`src/rtl/pu_riscv_if_queue.sv`:
```
// Instruction-fetch parcel queue and aligner: buffers bus parcels as halfwords and
// extracts 32-bit / RVC instructions (including parcel-straddling ones) with fault tags.
module pu_riscv_if_queue #(
    parameter int unsigned     XLEN        = 64,
    parameter int unsigned     ILEN        = 32,
    parameter int unsigned     PARCEL_SIZE = 32,
    parameter int unsigned     DEPTH       = 8,
    parameter bit              HAS_RVC     = 1'b1,
    parameter logic [XLEN-1:0] PC_INIT     = 'h200
) (
    input  logic                           clk,
    input  logic                           rstn,
    input  logic                           flush,
    input  logic [XLEN-1:0]                flush_pc,
    input  logic [PARCEL_SIZE-1:0]         parcel,
    input  logic [XLEN-1:0]                parcel_pc,
    input  logic                           parcel_valid,
    input  logic                           parcel_misaligned,
    input  logic                           parcel_page_fault,
    output logic                           parcel_ready,
    input  logic                           id_stall,
    output logic [ILEN-1:0]                if_instr,
    output logic [XLEN-1:0]                if_pc,
    output logic                           if_valid,
    output logic                           if_rvc,
    output logic                           if_misaligned,
    output logic                           if_page_fault,
    output logic [$clog2(DEPTH+1)-1:0]     if_occupancy
);

    localparam int unsigned HW = PARCEL_SIZE / 16;          // halfwords per parcel
    localparam int unsigned PB = $clog2(PARCEL_SIZE / 8);   // byte-offset bits in a parcel
    localparam int unsigned SW = PB - 1;                    // halfword-offset bits in a parcel
    localparam int unsigned PW = $clog2(DEPTH);
    localparam int unsigned CW = $clog2(DEPTH + 1);

    localparam logic [ILEN-1:0] NOP = ILEN'(32'h0000_0013);

    // Queue storage
    logic [15:0]     data_q [DEPTH];
    logic [XLEN-1:0] pc_q   [DEPTH];
    logic [DEPTH-1:0] mis_q;
    logic [DEPTH-1:0] pf_q;

    // Control state
    logic [PW-1:0]   rd_ptr_q, rd_ptr_d;
    logic [PW-1:0]   wr_ptr_q, wr_ptr_d;
    logic [CW-1:0]   count_q, count_d;
    logic [XLEN-1:0] exp_pc_q, exp_pc_d;

    // Push side
    logic            pc_match;
    logic            push;
    logic [SW-1:0]   skip;
    logic [CW-1:0]   push_n;
    logic [HW-1:0]   wr_en;
    logic [PW-1:0]   wr_idx [HW];
    logic [XLEN-1:0] wr_pc  [HW];

    // Head decode
    logic [PW-1:0]   rd_nxt;
    logic [15:0]     head_data;
    logic [15:0]     next_data;
    logic            head_fault;
    logic            is_short;
    logic [CW-1:0]   need;
    logic [CW-1:0]   pop_n;

    assign parcel_ready = (CW'(DEPTH) - count_q) >= CW'(HW);
    assign pc_match     = parcel_pc[XLEN-1:PB] == exp_pc_q[XLEN-1:PB];
    assign push         = parcel_valid && parcel_ready && !flush && pc_match;
    assign skip         = exp_pc_q[PB-1:1];

    always_comb begin
        push_n = '0;
        if (push) begin
            push_n = CW'(HW) - CW'(skip);
        end
        for (int i = 0; i < HW; i++) begin
            wr_en[i]  = push && (i >= int'(skip));
            wr_idx[i] = wr_ptr_q + PW'(i) - PW'(skip);
            wr_pc[i]  = {exp_pc_q[XLEN-1:PB], SW'(i), 1'b0};
        end
    end

    always_ff @(posedge clk) begin
        for (int i = 0; i < HW; i++) begin
            if (wr_en[i]) begin
                data_q[wr_idx[i]] <= parcel[16*i +: 16];
                pc_q[wr_idx[i]]   <= wr_pc[i];
                mis_q[wr_idx[i]]  <= parcel_misaligned;
                pf_q[wr_idx[i]]   <= parcel_page_fault;
            end
        end
    end

    // A faulting head halfword goes out alone so a missing upper half cannot stall fetch.
    always_comb begin
        rd_nxt     = rd_ptr_q + PW'(1);
        head_data  = data_q[rd_ptr_q];
        next_data  = data_q[rd_nxt];
        head_fault = mis_q[rd_ptr_q] | pf_q[rd_ptr_q];
        is_short   = head_fault || (HAS_RVC && (head_data[1:0] != 2'b11));
        need       = is_short ? CW'(1) : CW'(2);
        if_valid   = count_q >= need;

        if_instr      = NOP;
        if_rvc        = 1'b0;
        if_misaligned = 1'b0;
        if_page_fault = 1'b0;
        if (if_valid) begin
            if_instr      = is_short ? ILEN'({16'h0000, head_data})
                                     : ILEN'({next_data, head_data});
            if_rvc        = is_short && !head_fault;
            if_misaligned = mis_q[rd_ptr_q] | (!is_short & mis_q[rd_nxt]);
            if_page_fault = pf_q[rd_ptr_q] | (!is_short & pf_q[rd_nxt]);
        end

        // Empty queue reports the next expected fetch PC.
        if_pc = (count_q == '0) ? exp_pc_q : pc_q[rd_ptr_q];

        pop_n = '0;
        if (if_valid && !id_stall) begin
            pop_n = need;
        end
    end

    assign if_occupancy = count_q;

    always_comb begin
        rd_ptr_d = rd_ptr_q;
        wr_ptr_d = wr_ptr_q;
        count_d  = count_q;
        exp_pc_d = exp_pc_q;
        if (flush) begin
            rd_ptr_d = '0;
            wr_ptr_d = '0;
            count_d  = '0;
            exp_pc_d = flush_pc;
        end else begin
            rd_ptr_d = rd_ptr_q + PW'(pop_n);
            wr_ptr_d = wr_ptr_q + PW'(push_n);
            count_d  = count_q + push_n - pop_n;
            if (push) begin
                exp_pc_d = {exp_pc_q[XLEN-1:PB] + (XLEN - PB)'(1), {PB{1'b0}}};
            end
        end
    end

    always_ff @(posedge clk) begin
        if (!rstn) begin
            rd_ptr_q <= '0;
            wr_ptr_q <= '0;
            count_q  <= '0;
            exp_pc_q <= PC_INIT;
        end else begin
            rd_ptr_q <= rd_ptr_d;
            wr_ptr_q <= wr_ptr_d;
            count_q  <= count_d;
            exp_pc_q <= exp_pc_d;
        end
    end

endmodule

```
`config.mk`:
```
export PLATFORM = sky130hd
export DESIGN_NAME = pu_riscv_if_queue
export DESIGN_NICKNAME = d
export VERILOG_FILES = /design/src/rtl/pu_riscv_if_queue.sv
export SDC_FILE = /design/constraint.sdc
export NUM_CORES = 1
export LEC_CHECK = 0
export ABC_AREA = 1
export CORE_MARGIN = 4
export CORE_UTILIZATION = 51
export DETAILED_ROUTE_END_ITERATION = 16
export PLACE_DENSITY = 0.71
export SYNTH_ARGS = -nofsm -noshare
export SYNTH_HDL_FRONTEND = slang
export SYNTH_SLANG_ARGS = --single-unit
```
`constraint.sdc`:
```
create_clock -name clk -period 11 [get_ports clk]
set_clock_uncertainty 0.15 [all_clocks]
set_input_delay 1.65 -clock clk [delete_from_list [all_inputs] [get_ports clk]]
set_output_delay 1.65 -clock clk [all_outputs]
set_load 0.02 [all_outputs]
```
==> impl_metrics.json, run 1 <==
{
  "drtIter0Drc": 4657,
  "yosysSeqAreaShare_pct": 52.0,
  "grt_antenna_before_repair": 4,
  "critPathMaxFanout": 143,
  "num_rows": 102,
  "max_stage_delay_ns": 0.88,
  "fin_ws_ns": 2.36,
  "dp_slack_ns": 3.14,
  "dp_hpwl_mm": 86.1,
  "syn_area_per_cell_um2": 8.76,
  "max_freq_mhz": 116,
  "yosys-top-cells-count": "nand2_1 (770), o21ai_0 (629), edfxtp_1 (624)",
  "synth.most_common_cell": "nand2_1",
  "cp.arrival_ns": 6.84,
  "peakVddDrop_uv": 175,
  "ys_types": 43,
  "syn_nets": 4731,
  "critPathKind": "reg2out",
  "fill_cells": 6885,
  "critical_path.cell_chain": "inv_8 > buf_4 > a21oi_1 > o21ai_0 > nand3_1 > nand2_1 > nand2_1 > nor3_1 > inv_2 > ha_1 > o21ai_0 > nand2_1 > nor2_1 > buf_4 > inv_1 > nand3_1 > nor2_1 > clkdlybuf4s50_1",
  "synth_area_leaders": "edfxtp_1 (47%), o21ai_0 (7.9%), nand2_1 (7.3%)",
  "hold_viol": 0,
  "synth_edf_count": 624,
  "post_cts_resized": 0,
  "synth_area_leader_cell": "edfxtp_1",
  "io_pins": 272,
  "drive_above_1_share_pct": 9.06,
  "tightest_slew_ns": 1.24,
  "grt_overflow_total": 0,
  "drc": 0,
  "cts_setup_buffers": 0,
  "synth_ff_type": "edfxtp_1",
  "grt_max_degree": 227,
  "hp-class": "reg2reg",
  "critical_path.most_common_cell": "nand2_1",
  "crit_start": "rd_ptr_q[0]$_SDFF_PP0_",
  "io_buffers": 269,
  "synth_seq_cells": 722,
  "firstDrtPassIters": 6,
  "cp.required_ns": 9.20,
  "die_height_um": 287,
  "min-delay-start": "pc_q[6][0]$_SDFFE_PP1P_",
  "status": "finished, final reports clean",
  "fin_crit_ns": 8.64,
  "cts_buffer_depth": 3,
  "track_usage_pct": 34.2,
  "grt_pass1_wl_mm": 212,
  "async_flop_share_pct": 0,
  "cts_root_buf": "clkbuf_16",
  "start_util_pct": 51.4,
  "h-tree-depth": 3,
  "core_area_um2": 77500,
  "clkTransAtPathRegs_ns": 0.06,
  "via_per_inst": 6.34,
  "netlist.area_leader.share_pct": 47.1,
  "synthCells": 4543,
  "numCtsBuffers": 78,
  "crit_path_start_kind": "register",
  "p_leak_uw": 0.0140,
  "tritoncts": "built",
  "wl_per_cell_um": 25.9,
  "fin_crit_sh_pct": 78.5,
  "hold_buffers": 0,
  "power_density_nw_per_um2": 183,
  "syn_to_final_growth_pct": 12.8,
  "yosysWarningCount": 0,
  "power_uw": 8200,
  "clock_latency_ns": 0.63,
  "wirelength_mm": 147,
  "ant_nets": 0,
  "gp_congestion": 1.02,
  "num_vias": 35800,
  "slew_headroom_pct": 17.4,
  "cpMaxStageDelayCell": "buf_4",
  "first_global_vias": 33200,
  "slew_violations": 0,
  "finalSetupViolCount": 0,
  "grt_setup_unrepaired": "no",
  "max-cap-violations": 0,
  "crit_path_end_kind": "output pin",
  "die_w_um": 287,
  "finalSetupTns_ns": 0,
  "rr_startpoint": "rd_ptr_q[0]$_SDFF_PP0_",
  "netlist_area_um2": 39800,
  "dieArea_um2": 82600,
  "cts_sinks": 722,
  "fin_nets": 4731
}
## critical path, delay by kind of cell, from the launching register on
kind	cells	cell delay (ns)
AO/OA/AOI/OAI	3	0.33
buffers and inverters	6	3.48
adder cells (fa/ha/maj)	1	0.39
flip-flops	1	0.50
AND/OR/NAND/NOR	8	1.33
## path summary, 6_finish.rpt
path / endpoint / slack, ns / cells after the start
setup / recovery: if_instr[28] / 2.36 / 18
hold / removal: pc_q[6][0]$_SDFFE_PP1P_ / 0.29 / 2
setup reg to reg: if_occupancy[3]$_SDFF_PP0_ / 4.46 / 23
hold reg to reg: pc_q[6][0]$_SDFFE_PP1P_ / 0.29 / 2
## flip-flops by register name, summed over array words and instances, names as in the netlist
signal / cells
if_occupancy: 4
pf_q: 8
rd_ptr_q: 3
pc_q: 504
wr_ptr_q: 3
mis_q: 8
data_q: 128
exp_pc_q: 64
## per-stage QoR
stage / instance area (um2) / std cells / util (%) / hold WS, ns
CTS: 44900 / 5644 / 57.9 / 0.292
floorplan: 39800 / 4543 / - / 0.264
global route: 44900 / 5645 / 58.0 / 0.316
finish: 44900 / 5646 / 58.0 / 0.294
global placement: 42400 / 5503 / 54.7 / 0.274
detailed placement: 42400 / 5503 / 54.7 / 0.277
## routing by layer
layer | track usage (%) | wire [um] | vias to the layer above
li1 | - | - | 15900
met4 | 14.2 | 6080 | 4
met2 | 54.9 | 67800 | 2335
met3 | 5.74 | 16200 | 374
met5 | 0 | 24 | -
met1 | 46.2 | 56400 | 17100
## cell type report
class                      instances  area, um2  area share [%]
clock inverter                    33        364           0.811
inverter                         243        922            2.05
clock buffer                     108       2150            4.78
timing repair buffer             329       3150            7.02
sequential                       722      20700            46.1
tap                             1040       1300            2.90
antenna                            2       5.00          0.0111
multi-input combinational       3169      16300            36.3
## where the power goes
part           leakage (uW)  switching, uW  internal [uW]
combinational       0.00742           1640            917
clock               0.00122           1120           1530
sequential          0.00537           41.1           2950
total                0.0140           2790           5400
## kinds of logic (layout without fill, tap and decap cells)
kind of cell / after synthesis / after routing / share of synthesized area (%)
and+or+nand+nor: 1671 / 1671 / 17.7
buffers and inverters: 652 / 713 / 7.28
adders and majority gates: 21 / 21 / 0.735
other: 0 / 2 / 0
xor gates and xnor gates: 43 / 43 / 0.946
DFF: 722 / 722 / 52.0
AOI/OAI and AO/OA: 1432 / 1432 / 21.3
muxes: 2 / 2 / 0.0503
## layout by cell type, fill, tap and decap left out, drive strengths merged, types with 7 or more instances in the layout
master and n:
a21oi 595, buf 61, bufinv 7, clkbuf 108
clkdlybuf4s50 268, clkinv 27, dfxtp 98, edfxtp 624
ha 17, inv 240, nand2 775, nand3 192
nand4 55, nor2 601, nor3 37, o211ai 53
o21ai 629, o221a 24, o221ai 110, o22ai 16
xnor2 8, xor2 35
(Power assumes the default switching activity.)
==> inputs of run 2 (changes only) <==
==> constraint.sdc (replaced) <==
create_clock -name clk -period 8.5 [get_ports clk]
set_clock_uncertainty 0.15 [all_clocks]
set_input_delay 1.275 -clock clk [delete_from_list [all_inputs] [get_ports clk]]
set_output_delay 1.275 -clock clk [all_outputs]
set_load 0.02 [all_outputs]
==> impl_metrics.json, run 2 (synthesized netlist as in run 1, its figures left out) <==
{
  "status": "finished, final reports clean",
  "grt_setup_unrepaired": "no",
  "finalSetupTns_ns": 0,
  "wirelength_mm": 142,
  "clkTransAtPathRegs_ns": 0.06,
  "max_stage_delay_ns": 0.86,
  "tightest_slew_ns": 1.17,
  "reg2reg_slack_ns": 2.58,
  "num_rows": 102,
  "first_global_vias": 33400,
  "critical_path.most_common_cell": "nand2_1",
  "power_uw": 10400,
  "cpMaxStageDelayCell": "dfxtp_4",
  "largest_reg_flops": 504,
  "endpoint": "if_instr[28]",
  "rr_startpoint": "rd_ptr_q[0]$_SDFF_PP0_",
  "cp.required_ns": 7.07,
  "p_leak_uw": 0.0140,
  "fin_nets": 4736,
  "rr_worst_depth": 21,
  "core_area_um2": 77500,
  "cts_buffer_depth": 3,
  "drive_above_1_share_pct": 9.08,
  "numCtsBuffers": 78,
  "num_vias": 35500,
  "max-cap-violations": 0,
  "power_density_nw_per_um2": 233,
  "dieArea_um2": 82600,
  "clock_latency_ns": 0.63,
  "firstDrtPassIters": 6,
  "drtIter0Drc": 4717,
  "crit_path_end_kind": "output pin",
  "cts_root_buf": "clkbuf_16",
  "track_usage_pct": 33.1,
  "h-tree-depth": 3,
  "io_pins": 272,
  "fin_crit_sh_pct": 87.1,
  "wl_per_cell_um": 25.0,
  "hp-class": "reg2reg",
  "critPathMaxFanout": 225,
  "fin_crit_ns": 7.40,
  "hold_viol": 0,
  "start_util_pct": 51.4,
  "die_w_um": 287,
  "multi_input_area_um2": 16300,
  "regArea_um2": 20700,
  "peakVddDrop_uv": 212,
  "grt_max_degree": 226,
  "drc": 0,
  "grt_pass1_wl_mm": 208,
  "cts_setup_buffers": 0,
  "die_height_um": 287,
  "post_cts_resized": 0,
  "via_per_inst": 6.27,
  "crit_path_start_kind": "register",
  "cts_sinks": 722,
  "mostFrequentLayoutCells": "nand2_1 (759), o21ai_0 (629), edfxtp_1 (624), nor2_1 (598), a21oi_1 (435)",
  "grt_antenna_before_repair": 1,
  "final_common_cell": "nand2_1",
  "holdWs_ns": 0.296,
  "ant_nets": 0,
  "cp.arrival_ns": 5.98,
  "critical_path.cell_chain": "inv_8 > o21ai_0 > nand3_1 > nand2_1 > nand2_1 > nor3_1 > inv_2 > ha_1 > o21ai_0 > nand2_1 > nor2_1 > inv_1 > nand3_1 > nor2_1 > clkdlybuf4s50_1",
  "syn_to_final_growth_pct": 12.6,
  "gp_congestion": 1.07,
  "io_buffers": 269,
  "critPathKind": "reg2out",
  "finalSetupViolCount": 0,
  "tritoncts": "built",
  "crit_start": "rd_ptr_q[0]$_SDFF_PP0_",
  "slew_headroom_pct": 21.7,
  "hold_buffers": 0,
  "max_freq_mhz": 135,
  "slew_violations": 0,
  "fill_cells": 6804,
  "grt_overflow_total": 0,
  "dp_hpwl_mm": 85.3,
  "r2r_end": "if_occupancy[3]$_SDFF_PP0_"
}
run 2: through the flow:
| step | area (um2) | std cells | util (%) | setup slack, ns |
|---|---|---|---|---|
| 2_1_floorplan | 39800 | 4543 | - | 3.38 |
| 3_3_place_gp | 42400 | 5508 | 54.8 | 2.02 |
| 3_5_place_dp | 42400 | 5508 | 54.8 | 1.86 |
| 4_1_cts | 44800 | 5652 | 57.8 | 1.19 |
| 5_1_grt | 44800 | 5653 | 57.8 | 0.759 |
| 6_report | 44800 | 5655 | 57.9 | 1.10 |
run 2: how the worst min path moves through the flow:
stage,depth (start not counted),from,slack (ns),endpoint
after floorplan,2,pc_q[1][0]$_SDFFE_PP1P_,0.26,pc_q[1][0]$_SDFFE_PP1P_
after global placement,2,pc_q[2][0]$_SDFFE_PP1P_,0.27,pc_q[2][0]$_SDFFE_PP1P_
after detailed placement,2,pc_q[1][0]$_SDFFE_PP1P_,0.28,pc_q[1][0]$_SDFFE_PP1P_
after CTS,2,pc_q[1][0]$_SDFFE_PP1P_,0.29,pc_q[1][0]$_SDFFE_PP1P_
after global routing,2,pc_q[0][0]$_SDFFE_PP1P_,0.31,pc_q[0][0]$_SDFFE_PP1P_
final,2,pc_q[1][0]$_SDFFE_PP1P_,0.30,pc_q[1][0]$_SDFFE_PP1P_
run 2: metal layers:
metal,GRT usage [%],routed length (um),vias up
met5,0,0,-
met4,14.8,6860,0
met3,6.41,15900,411
met2,53.1,65300,2264
met1,43.9,53600,16900
li1,-,-,15900
run 2: layout make-up:
class                   instances  share of cell area (%)
diodes                          3                  0.0168
clock buffers                 103                    4.73
clock inverters                41                   0.609
inverters                     243                    2.06
multi-input cells            3169                    36.4
flip-flops and latches        722                    46.2
well taps                    1040                    2.90
repair buffers                334                    7.11
run 2: critical path, delay by kind of cell, from the launching register on:
family | cells | cell delay, ns
DFF | 1 | 0.86
buffers and inverters | 4 | 2.26
and+or+nand+nor | 8 | 1.35
adders and majority gates | 1 | 0.37
AOI/OAI and AO/OA | 2 | 0.43
run 2: where the power goes:
part           switching, uW  internal [uW]
clock                   1440           1820
combinational           2120           1190
sequential              57.2           3820
total                   3610           6830
